**src/rtl/uart_fifo_pkg.sv**
```systemverilog
// Shared constants and helpers for the UART FIFO family.
// Provides the ceiling-log2 constant function, default geometry and the
// occupancy-count width helper used by the FIFO top and its RAM.
package uart_fifo_pkg;

   localparam int DEFAULT_WIDTH = 8;
   localparam int DEFAULT_DEPTH = 128;

   // Ceiling log2; returns 0 for values of 0 or 1.
   function automatic int clog2(input int value);
      int r;
      r = 0;
      while ((1 << r) < value) r++;
      return r;
   endfunction

   // Width needed to hold an occupancy of 0..depth inclusive.
   function automatic int cnt_width(input int depth);
      return clog2(depth + 1);
   endfunction

   localparam int DEFAULT_CW = cnt_width(DEFAULT_DEPTH);

endpackage

```
**src/rtl/uart_fifo_ram.sv**
```systemverilog
// Simple dual-port register array for the UART FIFO.
// Synchronous write, asynchronous read, no reset on the storage so a vendor
// RAM64x18 / LSRAM wrapper with the same ports can be dropped in.
module uart_fifo_ram
   import uart_fifo_pkg::*;
#(
   parameter int WIDTH = DEFAULT_WIDTH,
   parameter int DEPTH = DEFAULT_DEPTH,
   parameter int AW    = clog2(DEPTH)
) (
   input  logic             clock,
   input  logic             we,
   input  logic [AW-1:0]    waddr,
   input  logic [WIDTH-1:0] wdata,
   input  logic [AW-1:0]    raddr,
   output logic [WIDTH-1:0] rdata
);

   logic [WIDTH-1:0] mem [DEPTH];

   // Storage write port; entries are only written when qualified by we.
   always_ff @(posedge clock) begin
      if (we) mem[waddr] <= wdata;
   end

   assign rdata = mem[raddr];

endmodule

```
**src/rtl/uart_fifo_sync_param.sv**
```systemverilog
// Parametrised single-clock FIFO for the CoreUARTapb TX/RX paths.
// Ring buffer with explicit pointer wrap (any DEPTH >= 2), true full at DEPTH,
// occupancy count, threshold/almost flags, synchronous flush and a registered
// data_out that updates on the accepting read edge.
// Optional build macro: UART_FIFO_ERR_FLAGS_EN adds sticky overflow/underflow
// outputs; without it rejected operations are silently dropped.
module uart_fifo_sync_param
   import uart_fifo_pkg::*;
#(
   parameter int WIDTH      = DEFAULT_WIDTH,
   parameter int DEPTH      = DEFAULT_DEPTH,
   parameter int AFULL_GAP  = 2,
   parameter int AEMPTY_GAP = 2,
   localparam int CW        = cnt_width(DEPTH)
) (
   input  logic             clock,
   input  logic             reset_n,
   input  logic             flush,
   input  logic             write_n,
   input  logic [WIDTH-1:0] data_in,
   input  logic             read_n,
   input  logic [CW-1:0]    level,
   output logic [WIDTH-1:0] data_out,
   output logic [CW-1:0]    count,
   output logic             full,
   output logic             empty,
   output logic             almost_full,
   output logic             almost_empty,
   output logic             geq_level
`ifdef UART_FIFO_ERR_FLAGS_EN
   ,
   output logic             overflow,
   output logic             underflow
`endif
);

   localparam int PW = clog2(DEPTH);
   localparam logic [CW-1:0] CNT_FULL  = CW'(DEPTH);
   localparam logic [CW-1:0] AFULL_TH  = (AFULL_GAP >= DEPTH) ? '0 : CW'(DEPTH - AFULL_GAP);
   localparam logic [CW-1:0] AEMPTY_TH = (AEMPTY_GAP >= DEPTH) ? CNT_FULL : CW'(AEMPTY_GAP);
   localparam logic [PW-1:0] PTR_LAST  = PW'(DEPTH - 1);

   // Pointer advance with explicit wrap so non power-of-two depths work.
   function automatic logic [PW-1:0] ptr_next(input logic [PW-1:0] p);
      return (p == PTR_LAST) ? '0 : p + PW'(1);
   endfunction

   logic [PW-1:0]    wr_ptr;
   logic [PW-1:0]    rd_ptr;
   logic             wr_acc;
   logic             rd_acc;
   logic [WIDTH-1:0] rd_data_p0;
   logic [WIDTH-1:0] data_out_p1;

   assign full         = (count == CNT_FULL);
   assign empty        = (count == '0);
   assign almost_full  = (count >= AFULL_TH);
   assign almost_empty = (count <= AEMPTY_TH);
   assign geq_level    = (count >= level);

   // A full FIFO still takes a write when a read frees a slot in the same cycle.
   assign rd_acc = ~read_n & ~empty;
   assign wr_acc = ~write_n & (~full | rd_acc);

   uart_fifo_ram #(
      .WIDTH (WIDTH),
      .DEPTH (DEPTH),
      .AW    (PW)
   ) u_ram (
      .clock (clock),
      .we    (wr_acc & ~flush),
      .waddr (wr_ptr),
      .wdata (data_in),
      .raddr (rd_ptr),
      .rdata (rd_data_p0)
   );

   // Pointer and occupancy control; flush overrides any accepted operation.
   always_ff @(posedge clock or negedge reset_n) begin
      if (!reset_n) begin
         wr_ptr <= '0;
         rd_ptr <= '0;
         count  <= '0;
      end else if (flush) begin
         wr_ptr <= '0;
         rd_ptr <= '0;
         count  <= '0;
      end else begin
         if (wr_acc) wr_ptr <= ptr_next(wr_ptr);
         if (rd_acc) rd_ptr <= ptr_next(rd_ptr);
         case ({wr_acc, rd_acc})
            2'b10:   count <= count + CW'(1);
            2'b01:   count <= count - CW'(1);
            default: count <= count;
         endcase
      end
   end

   // ---- stage p0 -> p1: asynchronous RAM read captured on the accepting read edge
   // Read data register; holds across rejected reads and flush.
   always_ff @(posedge clock or negedge reset_n) begin
      if (!reset_n)              data_out_p1 <= '0;
      else if (rd_acc && !flush) data_out_p1 <= rd_data_p0;
   end

   assign data_out = data_out_p1;

`ifdef UART_FIFO_ERR_FLAGS_EN
   // Sticky error flags, cleared only by flush or reset.
   always_ff @(posedge clock or negedge reset_n) begin
      if (!reset_n) begin
         overflow  <= 1'b0;
         underflow <= 1'b0;
      end else if (flush) begin
         overflow  <= 1'b0;
         underflow <= 1'b0;
      end else begin
         if (~write_n & full & ~rd_acc) overflow  <= 1'b1;
         if (~read_n & empty)           underflow <= 1'b1;
      end
   end
`endif

endmodule

```
**config.mk**
```make
export PLATFORM = sky130hd
export DESIGN_NAME = uart_fifo_sync_param
export DESIGN_NICKNAME = d
export VERILOG_FILES = /design/src/rtl/uart_fifo_pkg.sv /design/src/rtl/uart_fifo_ram.sv /design/src/rtl/uart_fifo_sync_param.sv
export SDC_FILE = /design/constraint.sdc
export NUM_CORES = 1
export LEC_CHECK = 0
export ABC_AREA = 0
export CAP_MARGIN = 20
export CORE_UTILIZATION = 35
export CTS_CLUSTER_DIAMETER = 100
export DETAILED_ROUTE_END_ITERATION = 7
export GPL_TIMING_DRIVEN = 0
export PLACE_DENSITY = 0.6
export SYNTH_ARGS = -nofsm -noshare
export SYNTH_HDL_FRONTEND = slang
export SYNTH_HIERARCHICAL = 1
export SYNTH_SLANG_ARGS = --single-unit
```
**constraint.sdc**
```tcl
create_clock -name clock -period 5.9 [get_ports clock]
set_input_delay 1.18 -clock clock [delete_from_list [all_inputs] [get_ports clock]]
set_output_delay 1.18 -clock clock [all_outputs]
set_load 0.01 [all_outputs]
```
==> flow_summary.rst <==
.. list-table::
   :header-rows: 1

   * - Metric
     - Value
   * - DR iter-0 viols
     - approximately 2,400
   * - Smallest setup slack after layout
     - roughly 1200 ps
   * - Grt total ovfl
     - 0
   * - Die span in x
     - between 300 and 400 um
   * - Cell depth of the worst hold path
     - 1
   * - Max_cap viols
     - 0
   * - Initial cell density of the core
     - a little over a third
   * - Cell Rows
     - 125
   * - Overall power after layout
     - approximately 18 mW
   * - Simple-gate share of the synthesized area
     - 2.65%
   * - Sequential share of the synthesized area
     - between 70 and 80%
   * - Total number of nets in the final design
     - ~2,000
   * - Max H-tree Level
     - 3
   * - Worst reg2reg path depth
     - 7
   * - Origin of the worst min-delay path
     - data_out[7]$_DFFE_PN0P_
   * - Number of vias in the routed layout
     - just under 20,000
   * - Largest net degree at the start of global routing
     - 93
   * - Element type at the critical path end
     - flip-flop
   * - Number of unique standard cell types used by synthesis
     - 53
   * - Drc violations
     - 0
   * - Adder-cell share of the synthesized area
     - 0.531%
   * - Proportion of synthesized flip-flops having asynchronous set or reset
     - 2.85%
   * - Syn_area_per_cell
     - roughly 23 um^2
   * - Number of setup violations in the final report
     - 0
   * - Clock-pin slew on the worst setup and hold paths
     - 60 ps
   * - Arrival time at the worst endpoint
     - roughly 5000 ps
   * - Number of nets in the synthesized netlist
     - approximately 1,900
   * - Final Routed Wirelength
     - roughly 100 mm
   * - Number of global-route vias before repair
     - roughly 20,000
   * - Start of the worst register-to-register path
     - rd_ptr[2]$_DFFE_PN0P_
   * - Synth Area in XOR/XNOR
     - less than 1%
   * - Final ANT Viol Nets
     - 0
   * - Number of enable-type register cells in the synthesized netlist
     - approximately 1,000
   * - Largest clock skew in the final design
     - ~18 ps
   * - Critical register-to-register path endpoint
     - data_out[7]$_DFFE_PN0P_
   * - Number of buffers added on ports
     - 40
   * - Routed vias/inst
     - approximately 5.5
   * - GRT Util Overall
     - 17.3%
   * - Router iterations before antenna repair
     - 5
   * - Setup crit start kind
     - input port
   * - Run status
     - finished, final reports clean
   * - Initial antenna violation count
     - 5
   * - Number of pins with negative max-slew slack in the final report
     - 0
   * - Dominant combinational cell family by area after synthesis
     - multiplexers
   * - Register-to-register setup slack
     - 1430 ps
   * - Fraction of the mapped netlist area in compound gates
     - less than 1%
   * - Post-detailed-placement half-perimeter wirelength
     - approximately 70 mm
   * - Vert. Die Dim
     - about 350 um
   * - Delay of the slowest cell on the worst path
     - 670 ps
   * - Count of hold-fix buffers inserted at cts
     - 0
   * - Detail-routed net length per standard cell
     - around 29 um
   * - Area overhead of the layout relative to synthesis
     - 14.7%
   * - Power per cell area
     - 388 nW/um^2
   * - Buffers inserted during post-CTS setup optimization
     - 0
   * - Number of synthesized register bits
     - between 1,000 and 1,500
   * - Cell at the root of the clock tree
     - sky130_fd_sc_hd__clkbuf_16
   * - Critical-path top delay cell
     - sky130_fd_sc_hd__nor2_1
   * - Count of filler cells inserted in the layout
     - about 10,000
   * - Type of the worst setup path
     - input port to flip-flop
   * - TritonCTS clock tree
     - built
   * - Cell-by-cell listing of the critical path
     - clkdlybuf4s50_1, a41o_1, nor2_1, clkbuf_1, nor2b_1, nand3_1, clkbuf_1, buf_6, nor2_1
   * - Transition at the pin with the smallest max-transition slack
     - around 1200 ps
   * - Fraction of the cycle the final worst path needs
     - about four fifths
   * - Tmin final
     - between 4000 and 5000 ps
   * - Unrepaired setup endpoints after global routing
     - false
   * - Most frequent cells in the layout
     - 1,024 x sky130_fd_sc_hd__edfxtp_1, 336 x sky130_fd_sc_hd__mux4_2, 139 x sky130_fd_sc_hd__nor2_1
   * - Highest clock rate
     - approximately 0.21 GHz
   * - Max IR drop VDD
     - between 0.2 and 0.25 mV
   * - Resized Gates After CTS
     - 0
   * - Ratio of cells with drive above 1 in the final layout
     - 27.7%
   * - Register area
     - between 30,000 and 40,000 um^2
   * - Ys Warns
     - 6
   * - Leakage power
     - roughly 14 nW
   * - Clk_lat worst skew
     - roughly 670 ps
   * - Clock buffer depth
     - 3
   * - Top flip-flop cell by instance count after synthesis
     - sky130_fd_sc_hd__edfxtp_1
   * - Critical path required time
     - approximately 6200 ps
   * - Worst slew slack as a fraction of its limit
     - a little under a quarter
   * - Worst min-delay path category
     - flip-flop to flip-flop
   * - Final count of hold timing violations
     - 0
   * - Clock sinks
     - between 1,000 and 1,500
   * - Worst setup slack after placement
     - roughly 680 ps
   * - Hold path endpoint
     - data_out[7]$_DFFE_PN0P_
   * - Top Ports
     - between 40 and 50
   * - Maximum fanout count along the critical path
     - 8
   * - Global-route wire length before repair
     - about 150 mm
   * - Count of mapped cells out of synthesis
     - ~1,800
   * - Cts bufs inserted
     - between 100 and 150
   * - Most common cell after layout, fill and taps aside
     - sky130_fd_sc_hd__edfxtp_1
   * - Floorplan die area
     - between 100,000 and 150,000 um^2
   * - Area inside the core boundary
     - around 120,000 um^2
   * - Area of combinational cells with multiple inputs
     - around 9500 um^2
   * - Synth Cell Area
     - 41,500 um^2
   * - Share of synthesized area spent on multiplexers
     - about a fifth
   * - GP Congestion
     - 0.857
==> Yosys cell counts (all sizes together), types with 5 or more instances <==
cell / instances / area [um^2]
nor3: 14 / 75.1
nand3: 18 / 90.1
o21ai: 10 / 65.1
nand2b: 9 / 56.3
xor2: 8 / 70.1
nand2: 31 / 116
nand4: 5 / 31.3
nor2: 139 / 522
o31ai: 5 / 37.5
mux4: 336 / 7570
edfxtp: 1024 / 30700
mux2: 16 / 180
nor2b: 10 / 62.6
a21oi: 13 / 65.1
ha: 16 / 200
a21o: 5 / 38.8
dfrtp: 30 / 751
buf: 50 / 275
inv: 9 / 33.8
clkbuf: 46 / 173
==> routing by layer <==
| metal | track usage (%) | routed length (um) | up-vias |
|---|---|---|---|
| li1 | - | - | 8121 |
| met3 | 3.49 | 8460 | 165 |
| met5 | 0 | 14 | - |
| met1 | 23.3 | 41300 | 10700 |
| met2 | 28.4 | 50700 | 864 |
| met4 | 5.14 | 2980 | 2 |
==> worst max-delay path, delay by kind of cell <==
family / cells / cell delay [ps]
simple gates: 4 / 1800
buf+inv: 4 / 1610
compound gates: 1 / 370
==> flip-flops by register name, indices dropped and copies added, names as in the netlist <==
name	flops
data_out	8
count	8
rd_ptr	7
wr_ptr	7
u_ram/mem	1024
==> where the power goes <==
group	internal, mW	leakage, nW	switching [mW]	total [mW]
Sequential	8.27	9.59	0.124	8.40
Clock	3.89	1.68	2.76	6.65
Combinational	1.64	3.02	1.77	3.42
Total	13.8	14.3	4.66	18.5
==> how the worst max path moves through the flow <==
stage               start                         end
2_1_floorplan    level[0]                   geq_level
3_3_place_gp   data_in[4]  u_ram/mem[26][4]$_DFFE_PP_
3_5_place_dp       read_n  u_ram/mem[46][7]$_DFFE_PP_
4_1_cts            read_n  u_ram/mem[46][0]$_DFFE_PP_
5_1_grt            read_n  u_ram/mem[46][1]$_DFFE_PP_
6_report           read_n  u_ram/mem[46][1]$_DFFE_PP_
==> per-stage QoR <==
step	hold WS [ps]	util [%]	TNS, ps	cells	cell area [um^2]
after floorplan	501	-	0	1832	41500
after global placement	541	37.5	-39490	3396	43800
after detailed placement	553	37.8	0	3418	44100
after CTS	550	40.7	0	3611	47600
after global routing	577	40.7	0	3614	47600
final	564	40.7	0	3615	47600
==> area by class of cell <==
type	instances	area share, %
clock buffer	128	5.88
inverter	9	0.0710
buffer	96	0.941
sequential	1054	66.2
antenna	1	0.00526
multi-input combinational	673	20.0
timing repair buffer	65	1.59
clock inverter	65	1.32
tap	1524	4.01
==> kinds of logic after synthesis <==
family | count (synthesis)
mux | 355
compound gates | 46
flops | 1054
xor+xnor | 11
simple gates | 244
fa+ha+maj | 17
buf+inv | 105
Power figures use the tool's default switching activity.
